File: config.mk
export PLATFORM = sky130hd
export DESIGN_NAME = conv_mac_accum
export DESIGN_NICKNAME = d
export VERILOG_FILES = /design/src/rtl/conv_pkg.sv /design/src/rtl/conv_sat_shift.sv /design/src/rtl/conv_mac_accum.sv
export SDC_FILE = /design/constraint.sdc
export NUM_CORES = 1
export LEC_CHECK = 0
export CORE_ASPECT_RATIO = 1.2
export CORE_MARGIN = 3
export CORE_UTILIZATION = 55
export CTS_BUF_LIST = sky130_fd_sc_hd__clkbuf_8
export DETAILED_ROUTE_END_ITERATION = 8
export PLACE_DENSITY_LB_ADDON = 0.2
export SLEW_MARGIN = 20
export SYNTH_ARGS = -nofsm -noshare
export SYNTH_HDL_FRONTEND = slang
export SYNTH_SLANG_ARGS = --single-unit
File: constraint.sdc
create_clock -name clk -period 7.11 [get_ports clk]
set_input_delay 1.0665 -clock clk [delete_from_list [all_inputs] [get_ports clk]]
set_output_delay 1.0665 -clock clk [all_outputs]
set_load 0.005 [all_outputs]
File: src/rtl/conv_pkg.sv
// Shared convolution datapath types and default sizes.
package conv_pkg;
    localparam int PIX_W       = 8;
    localparam int PROD_W      = 16;
    localparam int KERNEL_TAPS = 9;

    typedef logic [PROD_W-1:0] prod_t;
    typedef logic [PIX_W-1:0]  pix_t;
endpackage

File: src/rtl/conv_sat_shift.sv
// Right-shift a wide sum and saturate it to an unsigned 8-bit pixel.
module conv_sat_shift
    import conv_pkg::*;
#(
    parameter int ACC_W = 20,
    parameter int SHIFT = 8
) (
    input  logic [ACC_W-1:0] sum,
    output pix_t             pix
);
    logic [ACC_W-1:0] shifted;

    // Anything above 255 after scaling clips to full white.
    always_comb begin
        shifted = sum >> SHIFT;
        pix     = (shifted > ACC_W'(255)) ? 8'hFF : shifted[7:0];
    end
endmodule

File: src/rtl/conv_mac_accum.sv
// Window accumulator: sums KERNEL_TAPS products, holds the window result in a
// 1-entry valid/ready output register with full-throughput drain+load.
module conv_mac_accum #(
    parameter int KERNEL_TAPS = conv_pkg::KERNEL_TAPS,
    parameter int PROD_W      = conv_pkg::PROD_W,
    parameter int ACC_W       = 20,
    parameter int SHIFT       = 8,
    localparam int TW         = $clog2(KERNEL_TAPS)
) (
    input  logic                clk,
    input  logic                rst,
    input  logic                clear,
    input  logic                in_valid,
    output logic                in_ready,
    input  logic [PROD_W-1:0]   in_prod,
    output logic                out_valid,
    input  logic                out_ready,
    output logic [ACC_W-1:0]    out_acc,
    output conv_pkg::pix_t      out_pix,
    output logic [TW-1:0]       tap_idx
);
    import conv_pkg::*;

    if (ACC_W < PROD_W + $clog2(KERNEL_TAPS)) begin : g_bad_acc_w
        $error("conv_mac_accum: ACC_W too narrow for KERNEL_TAPS products");
    end
    if (KERNEL_TAPS < 2 || KERNEL_TAPS > 64) begin : g_bad_taps
        $error("conv_mac_accum: KERNEL_TAPS must be 2..64");
    end
    if (SHIFT < 0 || SHIFT > ACC_W - 1) begin : g_bad_shift
        $error("conv_mac_accum: SHIFT must be 0..ACC_W-1");
    end

    localparam logic [TW-1:0] LAST_TAP = TW'(KERNEL_TAPS - 1);

    logic [TW-1:0]    tap_cnt;
    logic [ACC_W-1:0] acc;
    logic [ACC_W-1:0] sum;
    pix_t             sum_pix;
    logic             last_tap;
    logic             accept;
    logic             load;

    // Handshake: only the closing tap needs a free (or draining) output slot.
    always_comb begin
        last_tap = (tap_cnt == LAST_TAP);
        in_ready = !last_tap || !out_valid || out_ready;
        accept   = in_valid && in_ready && !clear;
        load     = accept && last_tap;
        // The first tap starts from zero so a stale acc never leaks in.
        sum      = ((tap_cnt == '0) ? '0 : acc) + ACC_W'(in_prod);
    end

    conv_sat_shift #(.ACC_W(ACC_W), .SHIFT(SHIFT)) u_sat (
        .sum (sum),
        .pix (sum_pix)
    );

    // Tap counter and running window sum; clear aborts the partial window.
    always_ff @(posedge clk) begin
        if (rst) begin
            tap_cnt <= '0;
            acc     <= '0;
        end else if (clear) begin
            tap_cnt <= '0;
            acc     <= '0;
        end else if (accept) begin
            acc     <= sum;
            tap_cnt <= last_tap ? '0 : tap_cnt + 1'b1;
        end
    end

    // Output register: load wins over drain so back-to-back windows stream.
    always_ff @(posedge clk) begin
        if (rst) begin
            out_valid <= 1'b0;
            out_acc   <= '0;
            out_pix   <= '0;
        end else if (load) begin
            out_valid <= 1'b1;
            out_acc   <= sum;
            out_pix   <= sum_pix;
        end else if (out_ready) begin
            out_valid <= 1'b0;
        end
    end

    assign tap_idx = tap_cnt;
endmodule
# After elaboration in Yosys (flattened, before gate mapping)
# Cells that the tools add are included.
# totals
register_bits	53
latchBits	0
ramBits	0
mem_bits_ro	0
out_inout_bits	34
wordCells	25
memories	0
# op_classes
add_sub_neg	2
mul	0
div	0
order_cmp	1
n_eq_ne	1
shift	0
n_mux	5
bitwise	0
reduce_logical	11
# op_table
op	n
20-bit by 16-bit adder with 20-bit output	1
20-bit 2-to-1 mux	1
12-bit by 8-bit > comparator with 1-bit output, second input constant	1
8-bit 2-to-1 mux	1
4-bit by 1-bit adder with 4-bit output, second input constant	1
4-bit equality test, second input constant	1
4-bit zero test	1
4-bit 2-to-1 mux	1
1-bit logical AND	3
1-bit zero test	3
1-bit logical OR	2
1-bit 2-to-1 mux	2
2-bit nonzero test	1
2-bit OR reduction	1

# Longest topological paths before layout
# Gate-level depths: netlist of run 1.
# logic_depth
word_depth	8
mapped_depth	15

# Modules after synthesis
# Synthesis of run 1 repeated with hierarchy kept, for this count alone.
# hier_totals
cells_unflattened	419
area_unflattened_um2	3220.6
# modules_own_cells
module	instances	cells_each	area_per_inst_um2	seq_area_each_um2
conv_mac_accum	1	410	3149.3	1061.0
conv_sat_shift	1	9	71.3	0.0

# Worst setup path before layout of run 1
# No wires, ideal clock.
# synth_timing
kind	reg-to-reg
from	register tap_cnt[0] (netlist: tap_idx[0])
to	register out_pix[0]
t_arrival_ps	3592
required_ps	6971
path_slack_ps	3380
path_stages_with_launch	16
n_path_buf	2
period_less_slack_ps	3730
cell_sequence	dfxtp_1 -> inv_1 -> ha_1 -> or3b_4 -> buf_4 -> clkbuf_1 -> and2_1 -> ha_1 -> fa_1 -> a21o_1 -> a221o_2 -> o22ai_4 -> o31ai_4 -> xnor2_2 -> nor4b_4 -> a311oi_1
# synth_between
elab_chain_len	7
# synth_rtl
item	line	text
start, declared	conv_mac_accum.sv:36	logic [TW-1:0] tap_cnt;
start signal, assigned	conv_mac_accum.sv:69	tap_cnt <= last_tap ? '0 : tap_cnt + 1'b1;
parallel branches: the longest is 7 deep, another holds 20-bit by 16-bit adder with 20-bit output	-	
end signal, assigned	conv_mac_accum.sv:82	out_pix <= sum_pix;
end, declared	conv_mac_accum.sv:19	output conv_pkg::pix_t out_pix,
# Several ways; the timed one is not identified.
# A chain may end at the register's enable or synchronous reset.

# Worst setup path after layout of run 1
# layout_timing
from	register tap_cnt[0] (netlist: tap_idx[0])
to	register out_pix[1]
# The elaborated chain is that of the path after synthesis.

==> metrics.md, run 1 <==
| Metric | Value |
|---|---|
| Core area | `about 5400 µm²` |
| Chip width | `roughly 75 µm` |
| CTS Hold Bufs | `0` |
| Critical Path End Type | `register` |
| Die span in y | `89.1 µm` |
| Actual slew at the worst max-slew pin | `roughly 0.80 ns` |
| Final hold vios | `0` |
| Worst Hold Depth | `2` |
| CTS buffer count | `5` |
| # rows | `29` |
| P_sw | `roughly 0.00015 W` |
| Clock Pin Slew Worst Setup and Hold Paths | `0.11 ns` |
| Hpwl dp | `5560 µm` |
| PortBufs | `54` |
| Gpl congestion | `between 0.8 and 0.9` |
| First-pass GRT wire length | `approximately 12000 µm` |
| Layout area overhead | `19.5%` |
| Leakage power | `approximately 1.4 nW` |
| Share of total power in combinational logic | `roughly 10%` |
| Antenna viol nets, final | `0` |
| IO Count | `55` |
| Period utilization | `55.2%` |
| Drt total wl | `~7400 µm` |
| Vias | `between 2000 and 3000` |
| Final min period | `between 3 and 4 ns` |
| Final nets | `between 400 and 500` |
| Final TNS setup | `0 ns` |
| Layout cells sized above 1 | `just over 6%` |
| Largest cells by area after synthesis | `dfxtp_1 (34%), ha_1 (7.1%), nand2_1 (6.9%)` |
| Internal Power | `0.000468 W` |
| Vias in the first global route | `between 2000 and 3000` |
| Commonest non-fill, non-tap cell in the layout | `nand2_1` |
| Setup fix buffers added after clock tree synthesis | `0` |
| Maxcap violations | `0` |
| Pins Over Slew Limit | `0` |
| Final Cell Area | `around 3800 µm²` |
| R2R setup slack | `roughly 3.2 ns` |
| Post-Syn Instances | `between 300 and 400` |
| Worst VDD drop | `about 0.11 mV` |
| Sequential share of the synthesized area | `between 30% and 40%` |
| Top FF cell, synth | `dfxtp_1` |
| Slew headroom | `46.8%` |
| Initial Utilization | `around 58%` |
| Asr flop ratio synth | `0%` |
| CTS Buffer Depth | `2` |
| Largest net degree at the start of global routing | `34` |
| Fin Clk Skew | `around 0.01 ns` |
| Fmax | `around 0.25 GHz` |
| Grt ovf | `0` |
| Fin util | `69.5%` |
| Total number of yosys warnings | `0` |
| Worst setup path category | `reg -> reg` |
| DR WL/cell | `15.2 µm` |
| Die Area | `roughly 6700 µm²` |
| Req. time, crit path | `between 7 and 8 ns` |
| Critical Path Start Type | `register` |
| Setup Viol. Count Final | `0` |
| Antenna violations before repair | `0` |
| Data arrival time of the worst path | `4.10 ns` |
| CTS root buffer | `clkbuf_8` |
| Antenna diode count | `0` |
| Crit path max fanout | `23` |
| Reg2reg end | `out_pix[1]` |
| Top cell type's share of synthesized area | `between 30% and 40%` |
| First-pass DRT Iterations | `7` |
| Pre-CTS WS | `approximately 3 ns` |
| Sw Share | `23.8%` |
| CTS Sinks | `53` |
| Most frequent cells in the layout | `nand2_1 (58), dfxtp_1 (53), clkdlybuf4s50_1 (53)` |
| Status | `finished clean` |
| H-tree depth | `2` |
| Syn_nets | `about 430` |
| 1st-iter DRT viols | `around 210` |
| GRT Util Overall | `roughly a quarter` |
| Overall power | `between 0.0006 and 0.0007 W` |
| Placement Cell Area | `3650 µm²` |
| Clock power frac | `40.6%` |
| Syn avg cell area | `approximately 8 µm²` |
| PwrDens | `around 160 nW/µm²` |
| EDFF count, synth | `0` |
| DRC | `0` |
| Setup ws final | `3.18 ns` |
| RSZ-0062 raised after global routing | `false` |
| Hold Path End | `acc[5]` |
| Leading area contributor after synthesis | `dfxtp_1` |
| Synthesized area | `~3200 µm²` |
| Hold_sp | `acc[5]` |
| Flops & latches, synth | `53` |
| Worst reg2reg startpoint | `tap_idx[0]` |
| Routed vias/inst | `approximately 6.0` |
| CTS tree | `done` |
| Yosys cell types | `59` |
| Hold Path Class | `reg -> reg` |
| Seq pwr share | `49.3%` |
| Post-CTS resize count | `0` |
| Reg2Reg Depth | `13` |
| Clock latency on the worst-skew pair | `0.31 ns` |
-- worst max path at each step --
| stage | startpoint | end | slack, ns | cells after the start |
|---|---|---|---|---|
| after floorplan | tap_idx[0] | out_pix[0] | 3.38 | 15 |
| after global placement | in_prod[0] | out_pix[5] | 3.03 | 10 |
| after detailed placement | in_prod[0] | out_pix[0] | 2.99 | 10 |
| after CTS | tap_idx[0] | out_pix[1] | 3.15 | 13 |
| after global routing | tap_idx[0] | out_pix[1] | 2.97 | 13 |
| final | tap_idx[0] | out_pix[1] | 3.18 | 13 |
-- sequential cells by signal (all words and copies together), names as in the netlist --
| name | count |
|---|---|
| acc | 20 |
| out_acc | 20 |
| out_pix | 8 |
| out_valid | 1 |
| tap_idx | 4 |
-- cells by family after synthesis --
family	synth area share, %
multiplexers	0.474
adder cells (fa/ha/maj)	7.75
buffers and inverters	4.90
flip-flops	33.5
XOR/XNOR	4.67
AO/OA/AOI/OAI	23.3
AND/OR/NAND/NOR	25.3
-- Yosys cell counts (all sizes together), types with 2 or more instances --
master	number
or3	5
o21bai	3
nand3	5
xnor2	10
buf	11
nor2	43
inv	6
a211oi	12
nor4	2
a21oi	42
a21o	4
nand2b	2
o21ai	22
nand2	58
a221o	2
or2	3
dfxtp	53
nor3	7
a31oi	7
xor2	6
nand4	7
a311oi	6
ha	18
o31ai	2
and2	21
clkbuf	11
-- worst max-delay path, stage by stage (launching register included) --
cell	delay [ns]
dfxtp_1	0.37
inv_1	0.07
ha_1	0.18
or3b_4	0.52
and2_1	0.21
ha_1	0.21
fa_1	0.41
a21o_1	0.20
a221o_2	0.39
o22ai_4	0.24
o31ai_4	0.12
xnor2_2	0.21
nor4b_4	0.49
a311oi_1	0.17
-- routing by layer --
layer	wire length [µm]	up-vias	track usage, %
met5	0	-	0
met4	108	0	7.47
met3	402	7	4.27
met2	3760	92	41.5
met1	3160	1368	28.8
li1	-	1456	-
-- area by class of cell --
cell class / instances / area, µm²
flip-flops and latches: 53 / 1060
clock buffers: 5 / 68.8
well taps: 62 / 77.6
clock inverters: 3 / 68.8
inverters: 6 / 22.5
repair buffers: 54 / 536
fillers: 495 / 1660
multi-input cells: 307 / 1950
-- power groups by stage --
stage	logic, W	registers (W)	clock network, W
2_1_floorplan	0.0000410	0.000309	0
3_3_place_gp	0.0000603	0.000310	0
3_5_place_dp	0.0000611	0.000310	0
4_1_cts	0.0000617	0.000303	0.000252
5_1_grt	0.0000678	0.000304	0.000264
6_report	0.0000618	0.000303	0.000250
-- stage by stage --
step           std cells  hold WS, ns
5_1_grt              490        0.479
4_1_cts              490        0.460
6_report             490        0.460
3_3_place_gp         482        0.437
2_1_floorplan        389        0.432
3_5_place_dp         482        0.446
Note: power is estimated with default switching activity, not from simulation.
==> run 2: changes to the inputs <==
--- a/config.mk
+++ b/config.mk
@@ -7,7 +7,7 @@
 export LEC_CHECK = 0
 export CORE_ASPECT_RATIO = 1.2
 export CORE_MARGIN = 3
-export CORE_UTILIZATION = 55
+export CORE_UTILIZATION = 50
 export CTS_BUF_LIST = sky130_fd_sc_hd__clkbuf_8
 export DETAILED_ROUTE_END_ITERATION = 8
 export PLACE_DENSITY_LB_ADDON = 0.2
==> constraint.sdc (replaced) <==
create_clock -name clk -period 3.2 [get_ports clk]
set_input_delay 0.48 -clock clk [delete_from_list [all_inputs] [get_ports clk]]
set_output_delay 0.48 -clock clk [all_outputs]
set_load 0.005 [all_outputs]
==> run 2 against run 1 <==
Net effect:
- the flow now finishes with violations (setup timing)
- largest power group unchanged
- total power up 120%
- setup slack worse by 3.3 ns
- sequential share of layout area fell by 4.5 points
- maximum frequency increased by 18%
- cell count up 15%
==> metrics.md, run 2 (synthesized netlist as in run 1, its figures left out) <==
| Metric | Value |
|---|---|
| CTS Hold Bufs | `0 (unchanged)` |
| Worst setup path category | `reg -> reg` |
| DR WL/cell | `16.2 µm (+6.9%)` |
| Reg2Reg Depth | `14 (+1)` |
| Period utilization | `104% (+49 points)` |
| Hold_sp | `acc[7]` |
| Biggest regs | `acc x20, out_acc x20, out_pix x8` |
| PortBufs | `54 (unchanged)` |
| Vias | `3128 (+7.0%)` |
| RSZ-0062 raised after global routing | `true` |
| Hpwl dp | `6400 µm (+15%)` |
| Layout cells sized above 1 | `26.7% (+21 points)` |
| Data arrival time of the worst path | `3.51 ns (-0.59 ns)` |
| First-pass DRT Iterations | `4 (-3)` |
| 1st-iter DRT viols | `149 (-28%)` |
| Overall power | `0.00134 W (+120%)` |
| Die Area | `7320 µm² (+9.2%)` |
| Routed vias/inst | `5.57 (-6.7%)` |
| GRT Util Overall | `24.6% (+1.0 points)` |
| Fillers | `481 (-2.8%)` |
| First-pass GRT wire length | `14300 µm (+16%)` |
| Final Cell Area | `4530 µm² (+20%)` |
| Gpl congestion | `0.936 (+9.4%)` |
| DRC | `0 (unchanged)` |
| R2R setup slack | `-0.13 ns (-3.32 ns)` |
| Layout area overhead | `43.1%` |
| Antenna diode count | `0 (unchanged)` |
| Largest net degree at the start of global routing | `34 (unchanged)` |
| Status | `finished with violations` |
| Grt ovf | `0 (unchanged)` |
| Fin Clk Skew | `0.00554 ns (-0.00455 ns)` |
| Antenna violations before repair | `0 (unchanged)` |
| CTS root buffer | `clkbuf_8` |
| Hold Path End | `acc[7]` |
| Failing checks | `setup timing` |
| Antenna viol nets, final | `0 (unchanged)` |
| Reg2reg end | `out_pix[0]` |
| Storage cell area | `1070 µm² (+0.47%)` |
| Worst reg2reg startpoint | `tap_idx[0]` |
| Worst Hold Depth | `2 (unchanged)` |
| Fin util | `74.3% (+4.8 points)` |
| Critical Path Start Type | `register` |
| Drt total wl | `9110 µm (+23%)` |
| Final hold vios | `0 (unchanged)` |
| Final nets | `519 (+11%)` |
| Clock latency on the worst-skew pair | `0.31 ns (about the same)` |
| Commonest non-fill, non-tap cell in the layout | `nand2_1` |
| Multi-input gate area | `2270 µm² (+16%)` |
| Vias in the first global route | `3166 (+15%)` |
| Leakage power | `1.68 nW (+19%)` |
| Clock Pin Slew Worst Setup and Hold Paths | `0.10 ns (about the same)` |
| CTS Sinks | `53 (unchanged)` |
| Initial Utilization | `52.0% (-6.2 points)` |
| Actual slew at the worst max-slew pin | `0.801 ns (+0.00220 ns)` |
| H-tree depth | `2 (unchanged)` |
| Fmax | `0.300 GHz (+18%)` |
| Final min period | `3.33 ns (-0.595 ns)` |
| CTS buffer count | `5 (unchanged)` |
| IO Count | `55 (unchanged)` |
| PwrDens | `296 nW/µm² (+82%)` |
| Chip width | `78.6 µm (+4.5%)` |
| Pins Over Slew Limit | `0 (unchanged)` |
| CTS Buffer Depth | `2 (unchanged)` |
| Hold Path Class | `reg -> reg` |
| Worst VDD drop | `0.397 mV (+260%)` |
| Die span in y | `93.1 µm (+4.6%)` |
| Req. time, crit path | `3.38 ns (-3.91 ns)` |
| Placement Cell Area | `4080 µm² (+12%)` |
| Core area | `6090 µm² (+12%)` |
| # rows | `31 (+6.9%)` |
| Most frequent cells in the layout | `nand2_1 (57), clkdlybuf4s50_1 (54), dfxtp_1 (51)` |
| Critical Path End Type | `register` |
| Setup ws final | `-0.132 ns (-3.32 ns)` |
| Slew headroom | `46.5% (-0.27 points)` |
| Maxcap violations | `0 (unchanged)` |
| Setup Viol. Count Final | `10 (+10)` |
| Fin Hold WS | `0.459 ns (-0.00127 ns)` |
| Crit path max fanout | `21 (-8.7%)` |
| CTS tree | `done` |
run 2: through the flow:
stage / std cells / setup slack (ns) / TNS [ns]
final: 562 / -0.132 / -1.01
after global routing: 562 / -0.248 / -2.62
after CTS: 563 / -0.115 / -0.989
after detailed placement: 548 / -0.271 / -2.42
after global placement: 548 / -0.204 / -1.70
after floorplan: 389 / -0.354 / -2.98
run 2: power breakdown:
part / total, W / switching (W) / internal [W]
combinational: 0.000198 / 0.000103 / 0.0000946
clock: 0.000471 / 0.000236 / 0.000235
sequential: 0.000673 / 0.00000466 / 0.000668
run 2: worst max path at each step:
stage | depth (start not counted) | from | slack, ns | end
floorplan | 15 | tap_idx[0] | -0.35 | out_pix[0]
global placement | 13 | tap_idx[0] | -0.20 | out_pix[4]
detailed placement | 14 | tap_idx[0] | -0.27 | out_pix[1]
CTS | 15 | tap_idx[0] | -0.12 | out_acc[10]
global route | 14 | tap_idx[0] | -0.25 | out_pix[0]
finish | 14 | tap_idx[0] | -0.13 | out_pix[0]
run 2: layout make-up:
class,instances,share of cell area (%)
multi-input combinational,307,50.1
clock inverter,3,0.967
clock buffer,5,1.52
tap,82,2.27
inverter,6,0.498
timing repair buffer,106,21.1
sequential,53,23.5
run 2: routing by layer:
metal	up-vias	GRT usage [%]	routed length (µm)
met5	-	0	0
met1	1484	25.9	3610
met2	72	47.0	4950
met4	0	10.9	233
li1	1552	-	-
met3	20	4.14	320
run 2: timing repair:
item | 4_1_cts | 5_1_grt
hold endpoints to repair | 0 | 0
endpoints found under the setup margin | 21 | 28
gates resized for setup | 33 | 23
setup buffers | 8 | 0
pin swaps | 22 | 14
run 2: worst max-delay path, stage by stage (launching register included):
cell	delay (ns)
dfxtp_4	0.35
inv_2	0.06
ha_4	0.11
or3b_4	0.40
buf_12	0.17
and2_1	0.18
ha_4	0.24
a21o_4	0.22
a221o_2	0.43
o22ai_4	0.21
or3_4	0.19
o211ai_4	0.08
nor4b_4	0.28
buf_6	0.17
a311oi_2	0.10
==> run 3: changes to the inputs <==
--- a/config.mk
+++ b/config.mk
@@ -11,7 +11,6 @@
 export CTS_BUF_LIST = sky130_fd_sc_hd__clkbuf_8
 export DETAILED_ROUTE_END_ITERATION = 8
 export PLACE_DENSITY_LB_ADDON = 0.2
-export SLEW_MARGIN = 20
 export SYNTH_ARGS = -nofsm -noshare
 export SYNTH_HDL_FRONTEND = slang
 export SYNTH_SLANG_ARGS = --single-unit
==> constraint.sdc (replaced) <==
create_clock -name clk -period 3.2 [get_ports clk]
set_input_delay 0.48 -clock clk [delete_from_list [all_inputs] [get_ports clk]]
set_output_delay 0.48 -clock clk [all_outputs]
set_load 0.1 [all_outputs]
==> run 3 against run 2 <==
Net effect:
- the run still ends with setup timing left
- clock power down 14%
- via count is 5.8% higher
- register-to-register slack better by 0.02 ns
- wire length grew 2.5%
- hold slack about the same
- non-clock buffer count is 15 higher
- sequential power about the same
- first-iteration DRC count increased by 13%
- global-route usage fell by 0.21 points
- total power decreased by 3.7%
- critical path type unchanged
- critical endpoint is now out_pix[6]
- highest routed layer unchanged
==> metrics.md, run 3 (synthesized netlist as in run 1, its figures left out) <==
| Metric | Value |
|---|---|
| Status | `finished with violations` |
| Failing checks | `setup timing` |
| Clock Pin Slew Worst Setup and Hold Paths | `0.10 ns (about the same)` |
| First-pass GRT wire length | `14500 µm (+1.6%)` |
| Antenna viol nets, final | `0 (unchanged)` |
| Clock latency on the worst-skew pair | `0.31 ns (about the same)` |
| CTS tree | `done` |
| Grt ovf | `0 (unchanged)` |
| PwrDens | `278 nW/µm² (-6.1%)` |
| Die Area | `7320 µm² (unchanged)` |
| CTS root buffer | `clkbuf_8` |
| Period utilization | `103% (-0.74 points)` |
| Data arrival time of the worst path | `3.50 ns (about the same)` |
| Antenna violations before repair | `0 (unchanged)` |
| Final hold vios | `0 (unchanged)` |
| Worst Hold Depth | `2 (unchanged)` |
| DRC | `0 (unchanged)` |
| CTS buffer count | `5 (unchanged)` |
| Setup Viol. Count Final | `12 (+2)` |
| Seq pwr share | `51.9% (+1.8 points)` |
| Setup ws final | `-0.109 ns (+0.0237 ns)` |
| Critical Path End Type | `register` |
| Vias | `3308 (+5.8%)` |
| Leakage power | `1.80 nW (+7.0%)` |
| Drt total wl | `9340 µm (+2.5%)` |
| Most frequent cells in the layout | `buf_4 (76), nand2_1 (56), dfxtp_1 (49)` |
| Maxcap violations | `0 (unchanged)` |
| Largest net degree at the start of global routing | `34 (unchanged)` |
| Pre-CTS WS | `-0.226 ns (+0.0448 ns)` |
| Die span in y | `93.1 µm (unchanged)` |
| H-tree depth | `2 (unchanged)` |
| Critical Path Start Type | `register` |
| Core area | `6090 µm² (unchanged)` |
| Hold Path End | `acc[7]` |
| Gpl congestion | `0.837 (-11%)` |
| Slew headroom | `34.4% (-12 points)` |
| Crit path max fanout | `4 (-81%)` |
| Fin Hold WS | `0.460 ns (+0.000480 ns)` |
| Worst VDD drop | `0.199 mV (-50%)` |
| CTS Buffer Depth | `2 (unchanged)` |
| Reg2reg end | `out_pix[6]` |
| Layout area overhead | `46.8%` |
| P_sw | `0.000350 W (+1.6%)` |
| PortBufs | `54 (unchanged)` |
| Final min period | `3.31 ns (-0.0237 ns)` |
| Biggest regs | `acc x20, out_acc x20, out_pix x8` |
| Fin Clk Skew | `0.0107 ns (+0.00513 ns)` |
| Commonest non-fill, non-tap cell in the layout | `buf_4` |
| Worst reg2reg startpoint | `tap_idx[1]` |
| Share of total power in combinational logic | `16.8% (+2.1 points)` |
| Sw Share | `27.0% (+1.4 points)` |
| First-pass DRT Iterations | `4 (unchanged)` |
| Hold_sp | `acc[7]` |
| Actual slew at the worst max-slew pin | `0.980 ns (+0.179 ns)` |
| IO Count | `55 (unchanged)` |
| Final nets | `534 (+2.9%)` |
| Vias in the first global route | `3156 (-0.32%)` |
| RSZ-0062 raised after global routing | `true` |
| CTS Sinks | `53 (unchanged)` |
| Fmax | `0.302 GHz (+0.72%)` |
| Routed vias/inst | `5.73 (+3.0%)` |
| Layout cells sized above 1 | `35.6% (+8.9 points)` |
| Overall power | `0.00129 W (-3.7%)` |
| Worst setup path category | `reg -> reg` |
| Final Cell Area | `4640 µm² (+2.6%)` |
| Internal Power | `0.000943 W (-5.5%)` |
| R2R setup slack | `-0.11 ns (+0.02 ns)` |
| Antenna diode count | `0 (unchanged)` |
| # rows | `31 (unchanged)` |
| Placement Cell Area | `4100 µm² (+0.64%)` |
| Reg2Reg Depth | `15 (+1)` |
| Clock power frac | `31.2% (-3.9 points)` |
| 1st-iter DRT viols | `168 (+13%)` |
| Hpwl dp | `6480 µm (+1.4%)` |
| Req. time, crit path | `3.39 ns (about the same)` |
| Chip width | `78.6 µm (unchanged)` |
| Pins Over Slew Limit | `0 (unchanged)` |
| Hold Path Class | `reg -> reg` |
| Initial Utilization | `52.0% (unchanged)` |
| GRT Util Overall | `24.4% (-0.21 points)` |
| DR WL/cell | `16.2 µm (-0.18%)` |
| CTS Hold Bufs | `0 (unchanged)` |
## run 3: cell count changes in the layout (fill, tap and decap cells not counted), moves of 3 or more
cell             previous run  this run
and2_4                      1         7
buf_6                       3         8
nor2_2                      5         9
a21oi_1                    31        28
nor2_1                     36        33
buf_4                      48        76
a21oi_4                     0         3
clkdlybuf4s50_1            54        37
and2_1                     20        14
## run 3: worst max-delay path by stage
| stage | start | to | slack, ns | depth (start not counted) |
|---|---|---|---|---|
| detailed placement | tap_idx[1] | out_pix[1] | -0.23 | 14 |
| CTS | tap_idx[1] | out_pix[1] | -0.09 | 14 |
| global route | tap_idx[1] | out_pix[6] | -0.22 | 15 |
| finish | tap_idx[1] | out_pix[6] | -0.11 | 15 |
| floorplan | tap_idx[1] | out_pix[0] | -0.51 | 15 |
| global placement | tap_idx[1] | out_pix[3] | -0.13 | 14 |
## run 3: per-layer routing
metal | track usage [%] | routed length, µm
met1 | 28.7 | 3890
met2 | 45.0 | 4790
met3 | 2.89 | 401
met4 | 8.60 | 249
met5 | 0 | 0
## run 3: cell type report
class / count / area [µm²]
repair buffers: 121 / 1030
clock inverters: 2 / 11.3
multi-input cells: 307 / 2320
fillers: 447 / 1450
well taps: 82 / 103
clock buffers: 6 / 82.6
flip-flops and latches: 53 / 1070
inverters: 6 / 22.5
## run 3: per-stage QoR
stage / instances / setup TNS, ns / util (%)
detailed placement: 554 / -2.01 / 67.4
global placement: 554 / -1.12 / 67.4
CTS: 567 / -0.556 / 72.3
global route: 577 / -2.46 / 76.3
finish: 577 / -0.848 / 76.3
floorplan: 389 / -5.93 / -
## run 3: critical path, cell delays in order (launching register included)
cell	delay [ns]
dfxtp_4	0.36
inv_2	0.06
ha_4	0.13
or3b_4	0.41
and2_4	0.16
ha_4	0.16
fa_2	0.34
a21o_1	0.17
a221o_2	0.38
o22ai_4	0.19
buf_4	0.17
buf_6	0.10
o21ai_2	0.06
xor2_1	0.17
nor2_2	0.21
a311oi_2	0.12
## run 3: power groups by stage
stage                     logic [W]  clock network [W]  registers [W]
final                      0.000218           0.000403       0.000671
after CTS                  0.000195           0.000414       0.000671
after global placement     0.000176                  0       0.000686
after floorplan           0.0000959                  0       0.000690
after global routing       0.000232           0.000432       0.000673
after detailed placement   0.000180                  0       0.000686
## run 3: timing repair
action,4_1_cts,5_1_grt
gates cloned,0,0
resized for setup,33,38
buffers inserted,5,13
endpoints found under the setup margin,20,24
pin swaps,15,36
endpoints found under the hold margin,0,0
==> patch 1: new RTL, flow settings as in run 2 <==
`ACC_W` is set to 20 in 2 places; all go to 24.
--- a/src/rtl/conv_sat_shift.sv
+++ b/src/rtl/conv_sat_shift.sv
@@ -4,3 +4,3 @@
 #(
-    parameter int ACC_W = 20,
+    parameter int ACC_W = 24,
     parameter int SHIFT = 8
--- a/src/rtl/conv_mac_accum.sv
+++ b/src/rtl/conv_mac_accum.sv
@@ -5,3 +5,3 @@
     parameter int PROD_W      = conv_pkg::PROD_W,
-    parameter int ACC_W       = 20,
+    parameter int ACC_W       = 24,
     parameter int SHIFT       = 8,
Ports: changed (resized out_acc); port bits go from 55 to 59. No check against the original RTL was run, so the function may have changed too.
==> patch 1 against run 2 <==
The flow still finishes with violations (setup timing); worst hold slack worse by 0.0024 ns; fmax is 8.3% lower; clock power increased by 36%; count of clock-buffer cells in the layout rose by 4; synthesized cell count increased by 17%; power grew 25%; worst setup slack lost 0.30 ns; design area increased by 24%; via count grew 35%; wire length increased by 57%; critical endpoint is now out_pix[5]; area after synthesis up 12%; sequential cell count up 8; critical path type unchanged.
==> patch 1: results (changes against run 2) <==
** Power and ir drop
- Largest voltage drop on the vdd net :: 0.263 mV (-34%)
- The leakage power figure came to 2.13 nW (+27%).

** Timing
- Final-layout setup total negative slack :: -5.27 ns (-4.27 ns)
- Least setup slack across all paths after layout :: -0.435 ns (-0.303 ns)
- Worst clock skew :: 0.0179 ns (+0.0124 ns)
- Worst-case hold slack :: 0.457 ns (-0.00239 ns)
- The total of endpoints with negative setup slack in the final report was 25 (+15).
- Slew at the pin closest to its max-slew limit :: 0.707 ns (-0.0941 ns)

** Cells and area
- The post-route core utilization was 0.847 (+0.103).
- The fraction of final layout cells sized beyond drive strength 1 is 0.343 (+0.0765).
- The number of fill cells in the layout is 357 (-26%).
- Number of nets in the finished design :: 612 (+18%)
- Largest registers :: acc (24), out_acc (24), out_pix (8)

** Place
- The number of placed instances, taps included was 627 (+14%).
- Estimated wirelength of the detail-placed design :: 7.76 mm (+21%)
- # port buffers :: 58 (+7.4%)
- The global placement routability congestion came to 0.943 (+0.69%).
- The setup slack after placement was -0.436 ns (-0.164 ns).
- The placement-stage cell area came to 0.00467 mm² (+14%).

** Logic synthesis
- By area the synthesized netlist is led by dfxtp_1 (35%), nand2_1 (8.3%), a21oi_1 (7.8%), ha_1 (6.4%), nor2_1 (4.5%).
- Most common flop cell mapped by yosys :: dfxtp_1
- By count the netlist is led by nand2_1 (78), dfxtp_1 (61), a21oi_1 (55), nor2_1 (42), clkbuf_1 (26).
- The post-synthesis net count is 494 (+15%).
- The synthesized area per cell came to 7.79 µm² (-4.3%).
- Distinct cells, synth :: 54 (-8.5%)
- Total of warnings raised by yosys :: 0 (unchanged)
- Seq/Total Area, Yosys :: 0.345 (+0.0102)

** Setup path
- The worst endpoint data arrival time is 3.92 ns (+0.41 ns).
- Beginning of the worst register-to-register path :: tap_idx[0]
- The worst setup path is of the flip-flop to flip-flop kind.
- Critical-path maximum fanout :: 8 (-62%)
- In this design, the stage delay of the slowest critical-path cell is 0.42 ns.
- CP max stage cell :: or3b_4

** GRT
- The number of antenna violations at the first check in global routing came to 0 (unchanged).
- Number of global-route vias before repair :: 3877 (+22%)
- Wire length of the first global-routing pass :: 18.3 mm (+28%)
- Maximum number of pins on one net before global-route repair :: 34 (unchanged)
- GRT Resource Usage Total :: 0.290 (+0.0442)

** Route
- The iteration count of the initial detailed-routing pass was 5 (+1).
- Vias :: 4224 (+35%)
- The overall routed net length is 14.3 mm (+57%).
- DR iter-0 viols :: 410 (+180%)
- The wire length per cell was 21.7 µm (+34%).

** Clock tree
- Post-CTS Setup Inserts :: 9 (+1)
- The clock-pin slew on the worst setup and hold paths was 0.08 ns (-0.02 ns).
- Number of levels in the clock H-tree :: 3 (+1)
- The total of cells resized after clock tree synthesis came to 37 (+12%).
- CTS buffer count :: 9 (+4)
- The clock latency reported for the late side of the worst-skew pair is 0.36 ns (+0.05 ns).

** Outcome
- The run finished, with violations left.
- The final reports fail on setup timing.

** Hold path
- Beginning of the worst hold path :: out_acc[3]
- The worst hold path belongs to the class flip-flop to flip-flop.
patch 1: cell type report:
| cell class | count | share of cell area |
|---|---|---|
| Clock buffer | 9 | 0.0220 |
| Clock inverter | 7 | 0.00934 |
| Inverter | 5 | 0.00334 |
| Multi-Input combinational cell | 357 | 0.505 |
| Sequential cell | 61 | 0.218 |
| Tap cell | 85 | 0.0189 |
| Timing Repair Buffer | 138 | 0.223 |
patch 1: worst paths after layout:
path,endpoint,depth (start not counted)
worst min register to register,out_acc[3],2
worst max register to register,out_pix[5],17
worst min-delay path,out_acc[3],2
worst max-delay path,out_pix[5],17
patch 1: report_power, final:
part / internal, W / leakage (nW) / total (W) / switching (W)
clock network: 0.000283 / 0.0891 / 0.000640 / 0.000357
logic: 0.000118 / 1.54 / 0.000261 / 0.000142
registers: 0.000768 / 0.495 / 0.000778 / 0.00000967
patch 1: critical path, delay by kind of cell, from the launching register on:
kind | cells | cell delay, ns
buf+inv | 5 | 0.69
fa+ha+maj | 2 | 0.41
compound gates | 4 | 0.99
simple gates | 6 | 1.10
flops | 1 | 0.35
patch 1: layer usage:
layer | vias to the layer above | GRT usage | share of wire
met4 | 0 | 0.147 | 0.078
met2 | 284 | 0.496 | 0.48
met5 | - | 0 | 0
li1 | 1832 | - | -
met1 | 2004 | 0.332 | 0.35
met3 | 104 | 0.0609 | 0.086
patch 1: logic make-up (layout without fill, tap and decap cells):
group           count (synthesis)  after routing  share of synthesized area
xor+xnor                       19             19                     0.0471
compound gates                131            131                      0.236
fa+ha+maj                      19             19                     0.0694
mux                             4              4                     0.0113
flops                          61             61                      0.345
buf+inv                        36            159                     0.0393
simple gates                  184            184                      0.251
==> patch 2: new RTL, flow settings as in run 2 <==
Without the edit above. Reset style: asynchronous (`rst`), changed in 2 clocked blocks.
--- a/src/rtl/conv_mac_accum.sv
+++ b/src/rtl/conv_mac_accum.sv
@@ -59,3 +59,3 @@
     // Tap counter and running window sum; clear aborts the partial window.
-    always_ff @(posedge clk) begin
+    always_ff @(posedge clk or posedge rst) begin
         if (rst) begin
@@ -73,3 +73,3 @@
     // Output register: load wins over drain so back-to-back windows stream.
-    always_ff @(posedge clk) begin
+    always_ff @(posedge clk or posedge rst) begin
         if (rst) begin
Behaviour: differs if rst is asserted again (counterexample within 4 cycles, from zero or initial values and one cycle with rst high); with rst held inactive, the same outputs for 10 cycles.
==> patch 2 against run 2 <==
Worst setup slack improved by 0.11 ns; wire length increased by 7.5%; worst hold slack got worse by 0.027 ns; global-route usage increased by 1.2 points; sequential cell count unchanged; design area increased by 5.2%; area after synthesis increased by 4.5%; the flow still finishes with violations (setup timing); critical path depth unchanged.
Power is not compared: it rests on default switching activity, and its combinational part moved more than twofold at a synthesized area within 25%.
==> patch 2: results (changes against run 2) <==
** Cells and area
- The fraction of final layout cells sized beyond drive strength 1 came to 0.256 (-0.0108).
- The final instance count without filler cells came to 594 (+5.7%).
- Fill count :: 429 (-11%)
- The final-stage net count came to 551 (+6.2%).

** Timing
- The setup slack of the critical path after layout was -0.0223 ns (+0.110 ns).
- Slew at the pin closest to its max-slew limit :: 0.812 ns (+0.0117 ns)
- Worst clock skew :: 0.00725 ns (+0.00171 ns)
- Final-layout setup total negative slack :: -0.0812 ns (+0.926 ns)
- Worst-case hold slack :: 0.432 ns (-0.0271 ns)
- Setup violations, final :: 8 (-2)

** GRT
- Maximum number of pins on one net before global-route repair :: 25 (-26%)
- Global routing usage on met1 :: 0.295 (+0.0360)
- The overall routing resource usage was 0.258 (+0.0124).
- The number of global-route vias before repair was 3324 (+5.0%).
- The met2 track utilization from global routing was 0.479 (+0.00834).
- Wire length of the first global-routing pass :: 15.3 mm (+7.3%)
- The global-route met3 utilization was 0.0388 (-0.00267).

** Route
- The wire length per cell came to 16.5 µm (+1.7%).
- The wire length on met3 came to 464 µm (+45%).
- Detailed-routed wire length on met2 :: 5.23 mm (+5.8%)
- The total number of vias came to 3373 (+7.8%).
- The length of routed wiring on met1 was 3.81 mm (+5.6%).

** Outcome
- The flow ran to the end, but the final reports show violations.
- The final reports fail on setup timing.

** Logic synthesis
- The post-synthesis net count came to 437 (+1.9%).
- The number of warning messages in the yosys log is 0 (unchanged).
- Ranked by total cell area, the synthesized netlist is headed by dfrtp_1 (40%), nand2_1 (10%), ha_1 (6.8%), a21oi_1 (6.1%), nor2_1 (3.5%).
- The part of the Yosys area used for sequential elements came to 0.401 (+0.0659).
- Post-synthesis area per instance :: 8.33 µm² (+2.4%)
- Commonest cells in the synthesized netlist :: nand2_1 (89), dfrtp_1 (53), a21oi_1 (40), nor2_1 (31)

** Place
- The setup slack after placement is -0.255 ns (+0.0163 ns).
- The number of placed instances, taps included was 579 (+5.7%).
- The placement-stage cell area is 0.00444 mm² (+8.8%).
- The final HPWL from detailed placement was 7.19 mm (+12%).
- The global placement routability congestion was 0.911 (-2.7%).

** Clock tree
- Post-CTS Setup Inserts :: 5 (-3)
- CTS buffer count :: 5 (unchanged)

** Setup path
- Endpoint arrival time on the critical path :: 3.42 ns (-0.09 ns)
- Critical-path maximum fanout :: 8 (-62%)
- Reg-to-reg critical path endpoint :: out_pix[5]
- The startpoint identified for the worst register-to-register timing path is tap_idx[0].

** Hold path
- The path class of the tightest hold or removal check is primary input to asynchronous set/reset pin.
==> patch 2: cell count changes after synthesis, sizes merged, moves of 5 or more <==
cell,change
dfrtp,+53
dfxtp,-53
nand2,+31
nor2,-12
a311oi,-5
==> patch 2: layout make-up <==
class / instances / area (µm²) / area share
multi-input cells: 315 / 2100 / 0.442
flip-flops and latches: 53 / 1330 / 0.279
repair buffers: 127 / 1100 / 0.231
well taps: 82 / 103 / 0.0215
clock buffers: 5 / 68.8 / 0.0145
inverters: 9 / 33.8 / 0.00709
clock inverters: 3 / 26.3 / 0.00552
==> patch 2: worst max-delay path by stage <==
stage                 end  slack [ns]  startpoint  cells after the start
3_3_place_gp   out_pix[2]       -0.14  tap_idx[1]                     13
3_5_place_dp   out_pix[2]       -0.25  tap_idx[1]                     13
6_report       out_pix[5]       -0.02  tap_idx[0]                     14
5_1_grt        out_pix[5]       -0.15  tap_idx[0]                     14
4_1_cts        out_pix[5]       -0.04  tap_idx[1]                     14
2_1_floorplan  out_pix[2]       -0.27  tap_idx[1]                     15
==> patch 2: critical path: stages (launching register included) <==
cell and delay, ns:
dfrtp_1 0.40, inv_2 0.08, ha_4 0.12, or3b_4 0.41, buf_6 0.15, and2_1 0.15
ha_2 0.31, o21ai_2 0.19, nor2_2 0.07, o21ba_4 0.22, o2111a_1 0.25, a211o_1 0.30
a211oi_4 0.21, buf_6 0.16, a31oi_1 0.08
==> patch 2: logic make-up after synthesis <==
| family | after synthesis | share of synthesized area |
|---|---|---|
| adders and majority gates | 19 | 0.0742 |
| muxes | 1 | 0.00303 |
| DFF | 53 | 0.401 |
| and+or+nand+nor | 171 | 0.234 |
| AOI/OAI and AO/OA | 114 | 0.224 |
| xor gates and xnor gates | 10 | 0.0265 |
| buffers and inverters | 29 | 0.0375 |
